## src/rtl/apb_pcie_csr.sv

```systemverilog
// APB CSR bank for the PCIe subsystem: ID, W1C interrupt pending and CHN saturating event channels.
// Build macro APB_PCIE_CSR_RDCLR_EN makes a COUNT read clear that counter at the response edge.
module apb_pcie_csr #(
    parameter int          CHN       = 4,
    parameter int          CNT_WIDTH = 16,
    parameter int          ADDR_BITS = 12,
    parameter logic [31:0] ID_VALUE  = 32'hC1E0_0001
) (
    input  logic                 i_clk,
    input  logic                 i_rst,
    input  logic                 i_psel,
    input  logic                 i_penable,
    input  logic                 i_pwrite,
    input  logic [ADDR_BITS-1:0] i_paddr,
    input  logic [31:0]          i_pwdata,
    output logic [31:0]          o_prdata,
    output logic                 o_pready,
    output logic                 o_pslverr,
    input  logic [CHN-1:0]       i_ev,
    output logic                 o_irq
);
    localparam int BLK_W = ADDR_BITS - 4;

    logic                 resp_valid;
    logic                 resp_err;
    logic [31:0]          resp_rdata;
    logic                 access;
    logic [BLK_W-1:0]     blk;
    logic [1:0]           sel;

    logic [CHN-1:0]       en;
    logic [CHN-1:0]       irq_en;
    logic [CHN-1:0]       pending;
    logic [CHN-1:0]       inc;
    logic [CNT_WIDTH-1:0] cnt     [CHN];
    logic [CNT_WIDTH-1:0] thresh  [CHN];
    logic [CNT_WIDTH-1:0] cnt_nxt [CHN];

    logic [CHN-1:0]       wr_ctrl;
    logic [CHN-1:0]       wr_thresh;
    logic [CHN-1:0]       clr_req;
    logic [CHN-1:0]       rdclr_req;
    logic [CHN-1:0]       w1c_mask;
    logic [CHN-1:0]       irq_set;
    logic [31:0]          dec_rdata;
    logic                 dec_err;
    logic                 unused_bits;

    // APB handshake: a transfer is accepted on the first edge that sees psel&penable with no
    // response held; pready is then high for exactly one cycle while the master still holds
    // psel&penable, and resp_valid blocks a second acceptance of the same transfer.
    assign access      = i_psel & i_penable & ~resp_valid;
    assign blk         = i_paddr[ADDR_BITS-1:4];
    assign sel         = i_paddr[3:2];
    assign inc         = en & i_ev;
    assign o_pready    = resp_valid;
    assign o_prdata    = resp_rdata;
    assign o_pslverr   = resp_err;
    assign unused_bits = ^{i_paddr[1:0], i_pwdata};

    // Address decode; anything not explicitly matched stays an error with zero read data.
    always_comb begin
        dec_rdata = '0;
        dec_err   = 1'b1;
        wr_ctrl   = '0;
        wr_thresh = '0;
        clr_req   = '0;
        rdclr_req = '0;
        w1c_mask  = '0;
        if (blk == '0) begin
            case (sel)
                2'd0: begin
                    dec_err = i_pwrite;
                    if (!i_pwrite) dec_rdata = ID_VALUE;
                end
                2'd1: begin
                    dec_err = 1'b0;
                    if (i_pwrite) w1c_mask = i_pwdata[CHN-1:0];
                    else          dec_rdata[CHN-1:0] = pending;
                end
                default: ;
            endcase
        end
        for (int n = 0; n < CHN; n++) begin
            if (blk == BLK_W'(n + 1)) begin
                case (sel)
                    2'd0: begin
                        dec_err = 1'b0;
                        if (i_pwrite) begin
                            wr_ctrl[n] = 1'b1;
                            clr_req[n] = i_pwdata[2];
                        end else begin
                            dec_rdata[1:0] = {irq_en[n], en[n]};
                        end
                    end
                    2'd1: begin
                        if (!i_pwrite) begin
                            dec_err                  = 1'b0;
                            dec_rdata[CNT_WIDTH-1:0] = cnt[n];
`ifdef APB_PCIE_CSR_RDCLR_EN
                            rdclr_req[n]             = 1'b1;
`endif
                        end
                    end
                    2'd2: begin
                        dec_err = 1'b0;
                        if (i_pwrite) wr_thresh[n] = 1'b1;
                        else          dec_rdata[CNT_WIDTH-1:0] = thresh[n];
                    end
                    default: ;
                endcase
            end
        end
    end

    // Counter next-state: explicit clear beats events; an IRQ only fires on a counted increment.
    always_comb begin
        logic counted;
        counted = 1'b0;
        irq_set = '0;
        for (int n = 0; n < CHN; n++) begin
            counted    = 1'b0;
            cnt_nxt[n] = cnt[n];
            if (access && clr_req[n]) begin
                cnt_nxt[n] = '0;
            end else if (access && rdclr_req[n]) begin
                cnt_nxt[n] = inc[n] ? CNT_WIDTH'(1) : '0;
                counted    = inc[n];
            end else if (inc[n] && (cnt[n] != '1)) begin
                cnt_nxt[n] = cnt[n] + 1'b1;
                counted    = 1'b1;
            end
            irq_set[n] = counted && irq_en[n] && (thresh[n] != '0) && (cnt_nxt[n] == thresh[n]);
        end
    end

    always_ff @(posedge i_clk) begin
        if (i_rst) begin
            resp_valid <= 1'b0;
            resp_rdata <= '0;
            resp_err   <= 1'b0;
            en         <= '0;
            irq_en     <= '0;
            pending    <= '0;
            o_irq      <= 1'b0;
            for (int n = 0; n < CHN; n++) begin
                cnt[n]    <= '0;
                thresh[n] <= '0;
            end
        end else begin
            resp_valid <= access;
            if (access) begin
                resp_rdata <= dec_rdata;
                resp_err   <= dec_err;
            end
            for (int n = 0; n < CHN; n++) begin
                cnt[n] <= cnt_nxt[n];
                if (access && wr_ctrl[n]) begin
                    en[n]     <= i_pwdata[0];
                    irq_en[n] <= i_pwdata[1];
                end
                if (access && wr_thresh[n]) thresh[n] <= i_pwdata[CNT_WIDTH-1:0];
            end
            // Hardware set wins over a simultaneous W1C of the same bit.
            pending <= (pending & ~(access ? w1c_mask : '0)) | irq_set;
            o_irq   <= |pending;
        end
    end
endmodule

```

## config.mk

```make
export PLATFORM = sky130hd
export DESIGN_NAME = apb_pcie_csr
export DESIGN_NICKNAME = d
export VERILOG_FILES = /design/src/rtl/apb_pcie_csr.sv
export SDC_FILE = /design/constraint.sdc
export NUM_CORES = 1
export LEC_CHECK = 0
export ABC_AREA = 0
export ABC_CLOCK_PERIOD_IN_PS = 3700
export BUFFER_PORTS_ARGS = -buffer_cell sky130_fd_sc_hd__buf_2
export CAP_MARGIN = 20
export CORE_MARGIN = 2
export CORE_UTILIZATION = 61
export DETAILED_ROUTE_END_ITERATION = 8
export GPL_ROUTABILITY_DRIVEN = 1
export MAX_ROUTING_LAYER = met4
export PLACE_DENSITY = 0.81
export REMOVE_ABC_BUFFERS = 1
export SYNTH_ARGS = -nofsm -noshare
export SYNTH_HDL_FRONTEND = slang
export SYNTH_SLANG_ARGS = --single-unit
```

## constraint.sdc

```tcl
create_clock -name i_clk -period 3.7 [get_ports i_clk]
set_clock_uncertainty 0.15 [all_clocks]
set_input_delay 0 -clock i_clk [delete_from_list [all_inputs] [get_ports i_clk]]
set_output_delay 0 -clock i_clk [all_outputs]
set_load 0.05 [all_outputs]
```

# ---- Yosys cells after proc, flatten, opt, wreduce, memory -nomap -nowiden
# Memories as Yosys holds them, arrays and structs flattened.
# Index checks and enable logic that the tools add are counted.
dict set report op_classes {
  n_addsub 4
  n_eq_ne 14
  n_mux 103
  n_bitwise 15
  reduce_logical 36
}
# op n
set op_table {}
lappend op_table {{$mux W16} 28}
lappend op_table {{$pmux W14 S2} 4}
lappend op_table {{$add A16 B1 Y16 const B} 4}
lappend op_table {{$eq A16 B16 Y1} 4}
lappend op_table {{$mux W32} 2}
lappend op_table {{$ne A16 B16 Y1 const B} 4}
lappend op_table {{$reduce_bool A16 Y1} 4}
lappend op_table {{$mux W1} 49}
lappend op_table {{$logic_and A1 B1 Y1} 28}
lappend op_table {{$mux W28} 1}
lappend op_table {{$pmux W2 S3} 4}
lappend op_table {{$mux W4} 5}
lappend op_table {{$eq A8 B2 Y1 const B} 2}
lappend op_table {{$pmux W1 S2} 5}
lappend op_table {{$and A4 B4 Y4} 2}
lappend op_table {{$eq A8 B1 Y1 const B} 1}
lappend op_table {{$eq A8 B3 Y1 const B} 1}
lappend op_table {{$logic_not A8 Y1} 1}
lappend op_table {{$mux W2} 4}
lappend op_table {{$or A1 B1 Y1} 8}
lappend op_table {{$pmux W4 S2} 1}
lappend op_table {{$not A4 Y4} 1}
lappend op_table {{$or A4 B4 Y4} 1}
lappend op_table {{$reduce_or A4 Y1} 1}
lappend op_table {{6 further kinds} 7}
dict set report word_totals {
  regBits 47
  mem_bits_rw 128
  mem_count 2
}
# memory depth width read_ports rd_clocked_by_memory_dff write_ports line_no
set mem_list {}
lappend mem_list {cnt 4 16 4 0 4 35} ;# logic [CNT_WIDTH-1:0] cnt [CHN];
lappend mem_list {thresh 4 16 4 0 4 36} ;# logic [CNT_WIDTH-1:0] thresh [CHN];

# ---- Longest topological paths before layout
# Gate-level depths: netlist of the first run.
dict set report logic_depth {
  word_depth 15
  depth_mapped 12
  mapped_depth_nobuf 10
}

# ---- Worst setup path after synthesis of the first run
# No wires, ideal clock.
dict set report synth_timing {
  kind {register to register}
  start {register resp_valid, in the netlist o_pready}
  end {memory thresh[3][0], enable pin}
  setup_time_ns 0.411
  t_arrival_ns 2.689
  required_time_ns 3.139
  path_slack_ns 0.450
  stages_incl_launch_ff 6
  path_buffers 2
  period_less_slack_ns 3.250
  cell_sequence {dfxtp_1 > and3b_1 > clkbuf_1 > buf_1 > nand3_1 > o21ai_0}
}
# item line_no
set synth_rtl {}
lappend synth_rtl {{start, declared} 24} ;# logic resp_valid;
lappend synth_rtl {{start signal, assigned} 151} ;# resp_valid <= access;
lappend synth_rtl {{end, declared} 36}

==> reports/results.ini, run 1 <==
[outcome]
run_status = complete, no violations

[job]
cap_violations = 0

[timing]
clock.fmax_ghz = 0.301
finalHoldViolations = 0
post-route-worst-setup-slack_ns = 0.381
final_max_slew_viol_count = 0
totalNegativeSetupSlack_ns = 0
setup-violations-final = 0
slew_headroom_pct = 40.1
post-route-period-util_pct = 89.7
period_minus_slack_ns = 3.32
rsz0062_at_grt = false
timing_worst_slew_pin_value_ns = 0.895

[global_route]
grt_max_degree = 44
grt_antenna_before_repair = 1
grt-ovfl-total = 0
via_count_of_the_first_global_routing_pass = 8882
grt_util_all_layers_pct = 39.4
grt_first_pass_wirelength_um = 51100

[clock_tree]
cts_sinks = 160
htree_num_levels = 4
clkSlewWorstSetupHoldPaths_ns = 0.06
cts_root_buffer = sky130_fd_sc_hd__clkbuf_16
worstSkewPairLatency_ns = 0.43
cts_max_path_buffers = 2
numCtsBuffers = 17
hold_buffer_count_at_cts = 24
cts_resized = 0
tritoncts = built
post_cts.repair.setup_buffers = 0

[yosys]
synth_edf_count = 64
ys_dominant_reg_cell = sky130_fd_sc_hd__dfxtp_1
synthDominantAreaCellType = sky130_fd_sc_hd__dfxtp_1
netlist_instances = 1159
share_of_the_synthesized_area_in_the_top_cell_type_pct = 19.2
synth_seq_cells = 160
ys_seq_area_share_pct = 38.4
ys_top_cells_by_count = sky130_fd_sc_hd__nor2_1 (120), sky130_fd_sc_hd__dfxtp_1 (96), sky130_fd_sc_hd__nand2_1 (92)
synth.top_cells.by_area = sky130_fd_sc_hd__dfxtp_1 (19%), sky130_fd_sc_hd__edfxtp_1 (19%), sky130_fd_sc_hd__xnor2_1 (4.9%)
synthDistinctLibCells = 75
yosys_warnings = 0
syn-cell-area_um2 = 10000
postSynthAreaPerCell_um2 = 8.64
fraction_of_registers_with_async_set_reset_pct = 0
post-synth-top-count-cell = sky130_fd_sc_hd__nor2_1

[detailed_routing]
drtPass1Iterations = 7
routed_wire_length_per_instance_um = 23.2
route.vias.total = 10000
route.antenna.remaining_nets = 0
vias_per_cell = 6.87
detail_route.iter0.violations = 1497
route.final.wire_length_um = 33800
number_of_remaining_drc_errors = 0

[final_layout]
layout.filler_cells = 1288
final-instance-count-excl-fill = 1457
final_layout_size_suffix_gt1_share_pct = 11.3
finish.utilization_pct = 71.4
final_net_count = 1290
area_added_between_synthesis_and_finish_pct = 13.6

[pwr]
clock_power_share_pct = 45.3
cellLeakagePower_nw = 4.12
power.density_nw_per_um2 = 353
power_frac_comb_pct = 7.3
power_frac_seq_pct = 47.4
net-switching-power_mw = 0.986
power.total_mw = 4.01
cell_internal_pwr_mw = 3.03
netSwitchingFraction_pct = 24.6
power.ir.vdd_worst_v = 0.000324

[setup_path]
critical_path_start_end_classification = flop to flop
crit_required_ns = 3.89
critPathArrivalTime_ns = 3.51
timing.critical_path.from_type = flop
cp_top_family = simple AND/OR/NAND/NOR gates
cp_slowest_stage_delay_ns = 0.62
critical_path_buf_inv_count = 0
timing.critical_path.cells = ha_1 > nand4_1 > or4_1 > mux2i_1 > xnor2_1 > a211o_1 > nor4_1 > o311ai_0 > o31ai_1
timing.critical_path.slowest_stage_cell = sky130_fd_sc_hd__or4_1
critical_path.endpoint_type = flop
crit_path_max_fanout = 5

[floorplan]
fp.coreArea_um2 = 15900
floorplan.initialDensity_pct = 62.8
design.die.area_um2 = 17500
top_level_ports = 88
die-width_um = 132
dieHeight_um = 132
core.rowCount = 46

[place]
post_place_setup_slack_ns = 0.541
placement.io_buffers = 59
gpl.final_weighted_congestion = 1.04
dp_hpwl_um = 24200
dp_cells = 1401

[min_path]
timing.hold.worst.class = input port to flop

## worst reg2reg max path: stages (launching register included)
cell	delay, ns
sky130_fd_sc_hd__dfxtp_1	0.46
sky130_fd_sc_hd__ha_1	0.24
sky130_fd_sc_hd__nand4_1	0.12
sky130_fd_sc_hd__or4_1	0.62
sky130_fd_sc_hd__mux2i_1	0.30
sky130_fd_sc_hd__xnor2_1	0.10
sky130_fd_sc_hd__a211o_1	0.27
sky130_fd_sc_hd__nor4_1	0.42
sky130_fd_sc_hd__o311ai_0	0.30
sky130_fd_sc_hd__o31ai_1	0.25
## kinds of logic (layout without fill, tap and decap cells)
group           after synthesis  after routing  synth area share, %
fa+ha+maj                     9              9                 1.12
flops                       160            160                 38.4
xor+xnor                     86             86                 7.52
buf+inv                      94            166                 4.15
mux                          26             26                 2.65
other cells                   1             11               0.0374
compound gates              248            248                 17.7
simple gates                535            535                 28.4
## routing by layer
metal  track usage (%)  vias up  part of all wire [%]
li1                  -     4487                     -
met1              52.8     4658                    39
met2              56.4      764                    43
met3              10.6      103                    13
met4              16.0        0                   4.3
met5                 -        -                     0
## power groups by stage
| stage | clock, mW | sequential, mW | combinational [mW] |
|---|---|---|---|
| 2_1_floorplan | 0 | 1.93 | 0.131 |
| 3_3_place_gp | 0 | 1.94 | 0.258 |
| 3_5_place_dp | 0 | 1.94 | 0.260 |
| 4_1_cts | 1.81 | 1.90 | 0.279 |
| 5_1_grt | 1.89 | 1.90 | 0.304 |
| 6_report | 1.82 | 1.90 | 0.292 |
## area by class of cell
class / count / area, um^2 / share of cell area [%]
multi-input cells: 914 / 5800 / 50.9
flip-flops and latches: 160 / 3840 / 33.8
repair buffers: 118 / 798 / 7.01
clock buffers: 23 / 532 / 4.67
well taps: 216 / 270 / 2.37
clock inverters: 8 / 73.8 / 0.649
inverters: 17 / 63.8 / 0.561
diodes: 1 / 2.50 / 0.0220
## registers in the layout (all words and copies together) (netlist names)
name	flops
o_pready	1
en	4
pending	4
cnt	64
thresh	64
o_pslverr	1
o_irq	1
o_prdata	17
irq_en	4
## cells in the final DEF, fill, tap and decap left out, types with 6 or more instances in the layout
cell type,netlist,layout
sky130_fd_sc_hd__a21oi_1,49,49
sky130_fd_sc_hd__a222oi_1,15,15
sky130_fd_sc_hd__a22o_1,34,34
sky130_fd_sc_hd__a22oi_1,17,17
sky130_fd_sc_hd__and2_1,71,71
sky130_fd_sc_hd__and3_1,19,19
sky130_fd_sc_hd__and4_1,12,12
sky130_fd_sc_hd__buf_2,4,59
sky130_fd_sc_hd__buf_4,15,35
sky130_fd_sc_hd__clkbuf_16,0,20
sky130_fd_sc_hd__conb_1,1,10
sky130_fd_sc_hd__dfxtp_1,96,96
sky130_fd_sc_hd__dlygate4sd3_1,0,24
sky130_fd_sc_hd__edfxtp_1,64,64
sky130_fd_sc_hd__ha_1,9,9
sky130_fd_sc_hd__inv_1,17,17
sky130_fd_sc_hd__mux2i_1,22,22
sky130_fd_sc_hd__nand2_1,92,92
sky130_fd_sc_hd__nand2b_1,7,7
sky130_fd_sc_hd__nand3_1,42,42
sky130_fd_sc_hd__nand3b_1,7,7
sky130_fd_sc_hd__nand4_1,37,37
sky130_fd_sc_hd__nand4b_1,8,8
sky130_fd_sc_hd__nor2_1,120,120
sky130_fd_sc_hd__nor2b_1,8,6
sky130_fd_sc_hd__nor3_1,39,39
sky130_fd_sc_hd__nor3b_1,9,9
sky130_fd_sc_hd__nor4_1,36,36
sky130_fd_sc_hd__o211ai_1,7,7
sky130_fd_sc_hd__o21ai_0,40,36
sky130_fd_sc_hd__o22ai_1,15,15
sky130_fd_sc_hd__o31ai_1,8,8
sky130_fd_sc_hd__or3_1,6,6
sky130_fd_sc_hd__or4_1,8,8
sky130_fd_sc_hd__xnor2_1,56,56
sky130_fd_sc_hd__xor2_1,30,30
## through the flow
stage,hold WS [ns],area [um^2]
6_report,0.0531,11400
5_1_grt,0.0767,11400
4_1_cts,0.0256,11400
3_5_place_dp,0.237,10500
3_3_place_gp,0.241,10500
2_1_floorplan,-0.0809,9700
## final timing paths
path,from,endpoint,slack (ns),cells past startpoint
setup / recovery,cnt[2][0],pending[2],0.38,9
hold reg to reg,o_prdata[1],o_prdata[1],0.30,2
setup reg to reg,cnt[2][0],pending[2],0.38,9
hold / removal,i_ev[0],cnt[0][5],0.05,6
(Power assumes the default switching activity.)
==> run 2: changes to the inputs <==
--- a/config.mk
+++ b/config.mk
@@ -5,7 +5,7 @@
 export SDC_FILE = /design/constraint.sdc
 export NUM_CORES = 1
 export LEC_CHECK = 0
-export ABC_AREA = 0
+export ABC_AREA = 1
 export ABC_CLOCK_PERIOD_IN_PS = 3700
 export BUFFER_PORTS_ARGS = -buffer_cell sky130_fd_sc_hd__buf_2
 export CAP_MARGIN = 20
==> run 2 against run 1 <==
  * Die area grew 8.0%
  * Worst hold slack better by 0.011 ns
  * Sequential share of layout area fell by 1.8 points
  * Sequential power is essentially flat
  * Area after synthesis is 8.3% higher
  * Design area is 5.5% higher
  * Global-route usage grew 0.33 points
  * Routed wire length is 6.0% higher
  * Register-to-register slack improved by 0.45 ns
  * Maximum frequency up 3.4%
  * Non-clock buffer count is 15 lower
==> reports/results.ini, run 2 <==
[timing]
clock.fmax_ghz = 0.311
finalHoldViolations = 0
post-route-worst-setup-slack_ns = 0.489
slew_headroom_pct = 34.6
final_max_slew_viol_count = 0
hold-worst-slack_ns = 0.0645
post-route-period-util_pct = 86.8
period_minus_slack_ns = 3.21
totalNegativeSetupSlack_ns = 0
timing_worst_slew_pin_value_ns = 0.980
rsz0062_at_grt = false
setup-violations-final = 0

[yosys]
synth_compound_gate_area_share_pct = 11.7
netlist_instances = 1643
synthDominantAreaCellType = sky130_fd_sc_hd__dfxtp_1
synth_edf_count = 64
fraction_of_registers_with_async_set_reset_pct = 0
synthDistinctLibCells = 50
yosys.area_share.adder_pct = 1.04
synth_mux_area_share_pct = 0
yosys_warnings = 0
syn-cell-area_um2 = 10800
ys_seq_area_share_pct = 35.4
share_of_the_synthesized_area_in_the_top_cell_type_pct = 17.7
synth_seq_cells = 160
synth.top_cells.by_area = sky130_fd_sc_hd__dfxtp_1 (18%), sky130_fd_sc_hd__edfxtp_1 (18%), sky130_fd_sc_hd__nand2_1 (16%)
ys_dominant_reg_cell = sky130_fd_sc_hd__dfxtp_1
postSynthAreaPerCell_um2 = 6.60
post-synth-top-count-cell = sky130_fd_sc_hd__nand2_1
ys_top_cells_by_count = sky130_fd_sc_hd__nand2_1 (459), sky130_fd_sc_hd__nor2_1 (254), sky130_fd_sc_hd__inv_1 (198)
synthXorXnorAreaFrac_pct = 2.50
synth_top_family_by_area = simple AND/OR/NAND/NOR gates
synthesized_area_fraction_occupied_by_and_or_nand_nor_cells_pct = 38.3

[setup_path]
critical_path_start_end_classification = input port to flop
critical_path.endpoint_type = flop
crit_path_max_fanout = 18
timing.critical_path.from_type = input port
critPathArrivalTime_ns = 3.43
crit_required_ns = 3.92

[final_layout]
commonest_non_fill_non_tap_cells_in_the_layout = sky130_fd_sc_hd__nand2_1 (459), sky130_fd_sc_hd__nor2_1 (254), sky130_fd_sc_hd__inv_1 (198)
layout_commonest_cell = sky130_fd_sc_hd__nand2_1
antenna_cells = 0
final_cell_area_um2 = 12000
final_net_count = 1762
final-instance-count-excl-fill = 1938
layout.filler_cells = 1544
finish.utilization_pct = 69.2
final_layout_size_suffix_gt1_share_pct = 9.34
area_added_between_synthesis_and_finish_pct = 10.7

[global_route]
grt-ovfl-total = 0
grt_antenna_before_repair = 0
global_route.usage.met1_pct = 50.9
grt_first_pass_wirelength_um = 54800
via_count_of_the_first_global_routing_pass = 10300
grt_util_all_layers_pct = 39.7
grt_max_degree = 76
grtUsageMet3_pct = 6.95
most_used_routing_layer = met2
use_met2_pct = 61.4

[clock_tree]
cts_max_path_buffers = 2
tritoncts = built
numCtsBuffers = 17
post_cts.repair.setup_buffers = 0
cts_sinks = 160
clkSlewWorstSetupHoldPaths_ns = 0.07
worstSkewPairLatency_ns = 0.45
cts_resized = 0
htree_num_levels = 4
cts_root_buffer = sky130_fd_sc_hd__clkbuf_16

[floorplan]
die-width_um = 137
design.die.area_um2 = 18900
core.rowCount = 48
fp.coreArea_um2 = 17400
top_level_ports = 88
dieHeight_um = 137
floorplan.initialDensity_pct = 62.5

[detailed_routing]
vias_per_cell = 5.97
number_of_remaining_drc_errors = 0
routed_wire_length_per_instance_um = 18.5
detail_route.iter0.violations = 1493
route.antenna.remaining_nets = 0
route.final.wire_length_um = 35900
route.vias.total = 11600
drtPass1Iterations = 6

[place]
gpl.final_weighted_congestion = 1.05
post_dp_cell_area_um2 = 11200
dp_hpwl_um = 25600
post_place_setup_slack_ns = 0.701
dp_cells = 1876
placement.io_buffers = 59

[pwr]
power.density_nw_per_um2 = 331
cellLeakagePower_nw = 5.08
power.ir.vdd_worst_v = 0.000371
power.total_mw = 3.97

[min_path]
timing.hold.worst.class = input port to flop

[job]
cap_violations = 0

[outcome]
run_status = complete, no violations

## run 2: cell count changes after synthesis, sizes merged, moves of 52 or more
cell	before	now
nand2	92	468
inv	17	206
nand3	42	134
nor2	120	273
and2	72	0
xnor2	56	4
## run 2: power by group
group	internal, mW	switching [mW]	total (mW)
Clock	0.886	0.802	1.69
Sequential	1.87	0.0315	1.90
Combinational	0.0990	0.283	0.382
Total	2.85	1.12	3.97
## run 2: critical path, stage by stage
cell,delay (ns)
sky130_fd_sc_hd__dlygate4sd3_1,0.53
sky130_fd_sc_hd__buf_2,0.11
sky130_fd_sc_hd__nand2_2,0.03
sky130_fd_sc_hd__dlygate4sd3_1,0.61
sky130_fd_sc_hd__nor2_8,0.28
sky130_fd_sc_hd__inv_4,0.11
sky130_fd_sc_hd__nor2_4,0.17
sky130_fd_sc_hd__nand3_1,0.53
sky130_fd_sc_hd__nand3_1,0.38
sky130_fd_sc_hd__xor2_1,0.10
sky130_fd_sc_hd__nor2_1,0.12
sky130_fd_sc_hd__nand2_1,0.06
sky130_fd_sc_hd__nor2_1,0.11
sky130_fd_sc_hd__nand3_1,0.13
sky130_fd_sc_hd__a21oi_1,0.14
## run 2: area by class of cell
type                       instances  area [um^2]  share of cell area (%)
multi-input combinational       1210         5850                    48.7
clock inverter                    14          110                   0.917
tap                              225          282                    2.34
timing repair buffer             103          701                    5.84
inverter                         208          783                    6.52
sequential                       160         3840                    32.0
clock buffer                      18          439                    3.66
## run 2: cell families after synthesis
kind of cell | count (synthesis)
AND/OR/NAND/NOR | 962
buffers and inverters | 282
AO/OA/AOI/OAI | 198
flip-flops | 160
XOR/XNOR | 31
adder cells (fa/ha/maj) | 9
other | 1
## run 2: repair_timing
item	CTS	global route
hold buffers	30	0
setup endpoints to repair	0	0
hold endpoints to repair	80	0
## run 2: worst paths after layout
kind	startpoint	end	slack (ns)	cells past startpoint
hold / removal	i_paddr[8]	o_prdata[1]	0.06	6
setup / recovery	i_penable	pending[2]	0.49	15
hold reg to reg	o_prdata[15]	o_prdata[15]	0.33	2
setup reg to reg	cnt[2][0]	pending[2]	0.83	13
## run 2: layer usage
layer | share of wire [%] | vias up
met5 | 0 | -
met4 | 4.7 | 0
met3 | 11 | 120
met2 | 45 | 704
met1 | 40 | 5248
li1 | - | 5501
==> run 3: changes to the inputs <==
--- a/config.mk
+++ b/config.mk
@@ -6,15 +6,15 @@
 export NUM_CORES = 1
 export LEC_CHECK = 0
 export ABC_AREA = 1
-export ABC_CLOCK_PERIOD_IN_PS = 3700
 export BUFFER_PORTS_ARGS = -buffer_cell sky130_fd_sc_hd__buf_2
 export CAP_MARGIN = 20
 export CORE_MARGIN = 2
-export CORE_UTILIZATION = 61
+export CORE_UTILIZATION = 55
 export DETAILED_ROUTE_END_ITERATION = 8
 export GPL_ROUTABILITY_DRIVEN = 1
+export HOLD_SLACK_MARGIN = 0.08
 export MAX_ROUTING_LAYER = met4
-export PLACE_DENSITY = 0.81
+export PLACE_DENSITY = 0.77
 export REMOVE_ABC_BUFFERS = 1
 export SYNTH_ARGS = -nofsm -noshare
 export SYNTH_HDL_FRONTEND = slang
==> constraint.sdc (replaced) <==
create_clock -name i_clk -period 2.7 [get_ports i_clk]
set_clock_uncertainty 0.15 [all_clocks]
set_input_delay 0 -clock i_clk [delete_from_list [all_inputs] [get_ports i_clk]]
set_output_delay 0 -clock i_clk [all_outputs]
set_load 0.05 [all_outputs]
==> run 3 against run 2 <==
  * Final cell count grew 4.3%
  * Sequential cell count is the same
  * Sequential share of layout area shrank 1.1 points
  * Combinational power grew 45%
  * Setup slack lost 0.33 ns
  * Worst hold slack gained 0.047 ns
==> reports/results.ini, run 3 (synthesis results as in run 2) <==
[clock_tree]
worstSkewPairLatency_ns = 0.44
cts_sinks = 160
htree_num_levels = 4
tritoncts = built
clkSlewWorstSetupHoldPaths_ns = 0.07
cts_max_path_buffers = 2
post_cts.repair.setup_buffers = 0
numCtsBuffers = 17
cts_root_buffer = sky130_fd_sc_hd__clkbuf_16

[place]
dp_hpwl_um = 26900
post_dp_cell_area_um2 = 11500
gpl.final_weighted_congestion = 1.05
placement.io_buffers = 59

[final_layout]
final_layout_size_suffix_gt1_share_pct = 11.2
final_net_count = 1805
final_cell_area_um2 = 12400
antenna_cells = 0
commonest_non_fill_non_tap_cells_in_the_layout = sky130_fd_sc_hd__nand2_1 (459), sky130_fd_sc_hd__nor2_1 (254), sky130_fd_sc_hd__inv_1 (198)
layout.filler_cells = 1784
area_added_between_synthesis_and_finish_pct = 14.7
layout_commonest_cell = sky130_fd_sc_hd__nand2_1

[floorplan]
design.die.area_um2 = 20900
core.rowCount = 51
dieHeight_um = 144
die-width_um = 144
floorplan.initialDensity_pct = 55.9
fp.coreArea_um2 = 19400
top_level_ports = 88

[timing]
clock.fmax_ghz = 0.393
period_minus_slack_ns = 2.54
slew_headroom_pct = 53.5
finalHoldViolations = 0
setup-violations-final = 0
final_max_slew_viol_count = 0
timing_worst_slew_pin_value_ns = 0.696
post-route-period-util_pct = 94.1
rsz0062_at_grt = true

[min_path]
timing.hold.worst.class = input port to flop
holdPathStages = 6
hp-start = i_paddr[3]
whs_endpoint = o_prdata[0]

[pwr]
power.density_nw_per_um2 = 436
clock_power_share_pct = 41.9
cell_internal_pwr_mw = 3.90
power_frac_seq_pct = 47.9
power.ir.vdd_worst_v = 0.000472
power.total_mw = 5.43
power_frac_comb_pct = 10.2
netSwitchingFraction_pct = 28.2
net-switching-power_mw = 1.53
cellLeakagePower_nw = 5.31

[job]
cap_violations = 0

[setup_path]
timing.rr.end = pending[0]
critical_path.startpoint = cnt[0][1]
crit_path_max_fanout = 19
critical_path_start_end_classification = flop to flop
crit_required_ns = 2.91
timing.critical_path.from_type = flop
rr_startpoint = cnt[0][1]
ff2ff_setup_slack_ns = 0.16
r2r.worst_path.cells = 17
critical_path.endpoint_type = flop
critPathArrivalTime_ns = 2.75

[global_route]
use_met2_pct = 57.9
most_used_routing_layer = met2
grt_antenna_before_repair = 0
grt_max_degree = 39
grtUsageMet3_pct = 6.32
grt-ovfl-total = 0
via_count_of_the_first_global_routing_pass = 10500
grt_util_all_layers_pct = 36.8
global_route.usage.met1_pct = 47.6
grt_first_pass_wirelength_um = 56200

[detailed_routing]
route.vias.total = 11600
route.antenna.remaining_nets = 0
detail_route.iter0.violations = 1274
routed_wire_length_per_instance_um = 18.1
vias_per_cell = 5.74
route.final.wire_length_um = 36600
drtPass1Iterations = 6
number_of_remaining_drc_errors = 0

[outcome]
run_status = complete, no violations

## run 3: cell types whose count changed in the layout (fill, tap and decap cells not counted), moves of 2 or more
cell and change:
sky130_fd_sc_hd__nand2_2 -2, sky130_fd_sc_hd__buf_12 +3, sky130_fd_sc_hd__buf_4 +35, sky130_fd_sc_hd__nand2_4 +2, sky130_fd_sc_hd__dlygate4sd3_1 +5, sky130_fd_sc_hd__nor2_4 +3, sky130_fd_sc_hd__nor2_2 -3, sky130_fd_sc_hd__clkinvlp_4 +2
## run 3: through the flow
step	instances	setup WS [ns]	setup TNS (ns)	hold slack [ns]	util [%]
finish	2021	0.158	0	0.112	64.2
global route	2021	-0.0337	-0.0337	0.137	64.2
detailed placement	1954	0.200	0	0.311	59.4
global placement	1954	0.240	0	0.304	59.4
floorplan	1578	-0.0471	-0.0471	-0.0809	-
CTS	2022	0.00478	0	0.0833	64.1
## run 3: repair_timing
action | CTS | global route
setup endpoints to repair | 0 | 8
resized for setup | 0 | 5
hold buffers | 36 | 0
endpoints found under the hold margin | 151 | 0
## run 3: power by group through the flow
| stage | logic [mW] | clock network (mW) | registers, mW |
|---|---|---|---|
| final | 0.555 | 2.27 | 2.60 |
| after global routing | 0.587 | 2.38 | 2.61 |
| after CTS | 0.536 | 2.29 | 2.60 |
| after detailed placement | 0.498 | 0 | 2.65 |
| after global placement | 0.497 | 0 | 2.65 |
| after floorplan | 0.239 | 0 | 2.69 |
## run 3: how the worst max path moves through the flow
stage / slack, ns / to / cells past startpoint
final: 0.16 / pending[0] / 17
after global routing: -0.03 / pending[0] / 17
after CTS: 0.005 / pending[1] / 16
after detailed placement: 0.20 / pending[0] / 16
after global placement: 0.24 / pending[2] / 15
after floorplan: -0.05 / o_prdata[30] / 2
## run 3: cell type report
type / instances / area, um^2 / share of cell area [%]
multi-input cells: 1210 / 5870 / 47.2
flip-flops and latches: 160 / 3840 / 30.9
repair buffers: 146 / 1070 / 8.63
inverters: 208 / 783 / 6.29
clock buffers: 18 / 429 / 3.45
well taps: 265 / 332 / 2.66
clock inverters: 14 / 109 / 0.875
## run 3: metal layers
| metal | part of all wire [%] | up-vias | routed length [um] |
|---|---|---|---|
| li1 | - | 5590 | - |
| met1 | 41 | 5269 | 14900 |
| met2 | 46 | 631 | 16600 |
| met3 | 9.7 | 107 | 3560 |
| met4 | 3.9 | 0 | 1420 |
| met5 | 0 | - | 0 |
## run 3: critical path, cell delays in order, from the launching register on
cell,delay [ns]
sky130_fd_sc_hd__dfxtp_1,0.34
sky130_fd_sc_hd__ha_1,0.24
sky130_fd_sc_hd__inv_1,0.11
sky130_fd_sc_hd__nor2_4,0.06
sky130_fd_sc_hd__nand2_2,0.11
sky130_fd_sc_hd__nor2_2,0.05
sky130_fd_sc_hd__nor2_2,0.23
sky130_fd_sc_hd__buf_12,0.20
sky130_fd_sc_hd__nand2_1,0.06
sky130_fd_sc_hd__nand2_1,0.10
sky130_fd_sc_hd__nand3_1,0.09
sky130_fd_sc_hd__nand2_1,0.08
sky130_fd_sc_hd__nand2_1,0.06
sky130_fd_sc_hd__nor2_1,0.09
sky130_fd_sc_hd__nand2_1,0.06
sky130_fd_sc_hd__nor2_1,0.14
sky130_fd_sc_hd__nand3_1,0.11
sky130_fd_sc_hd__a21oi_1,0.17
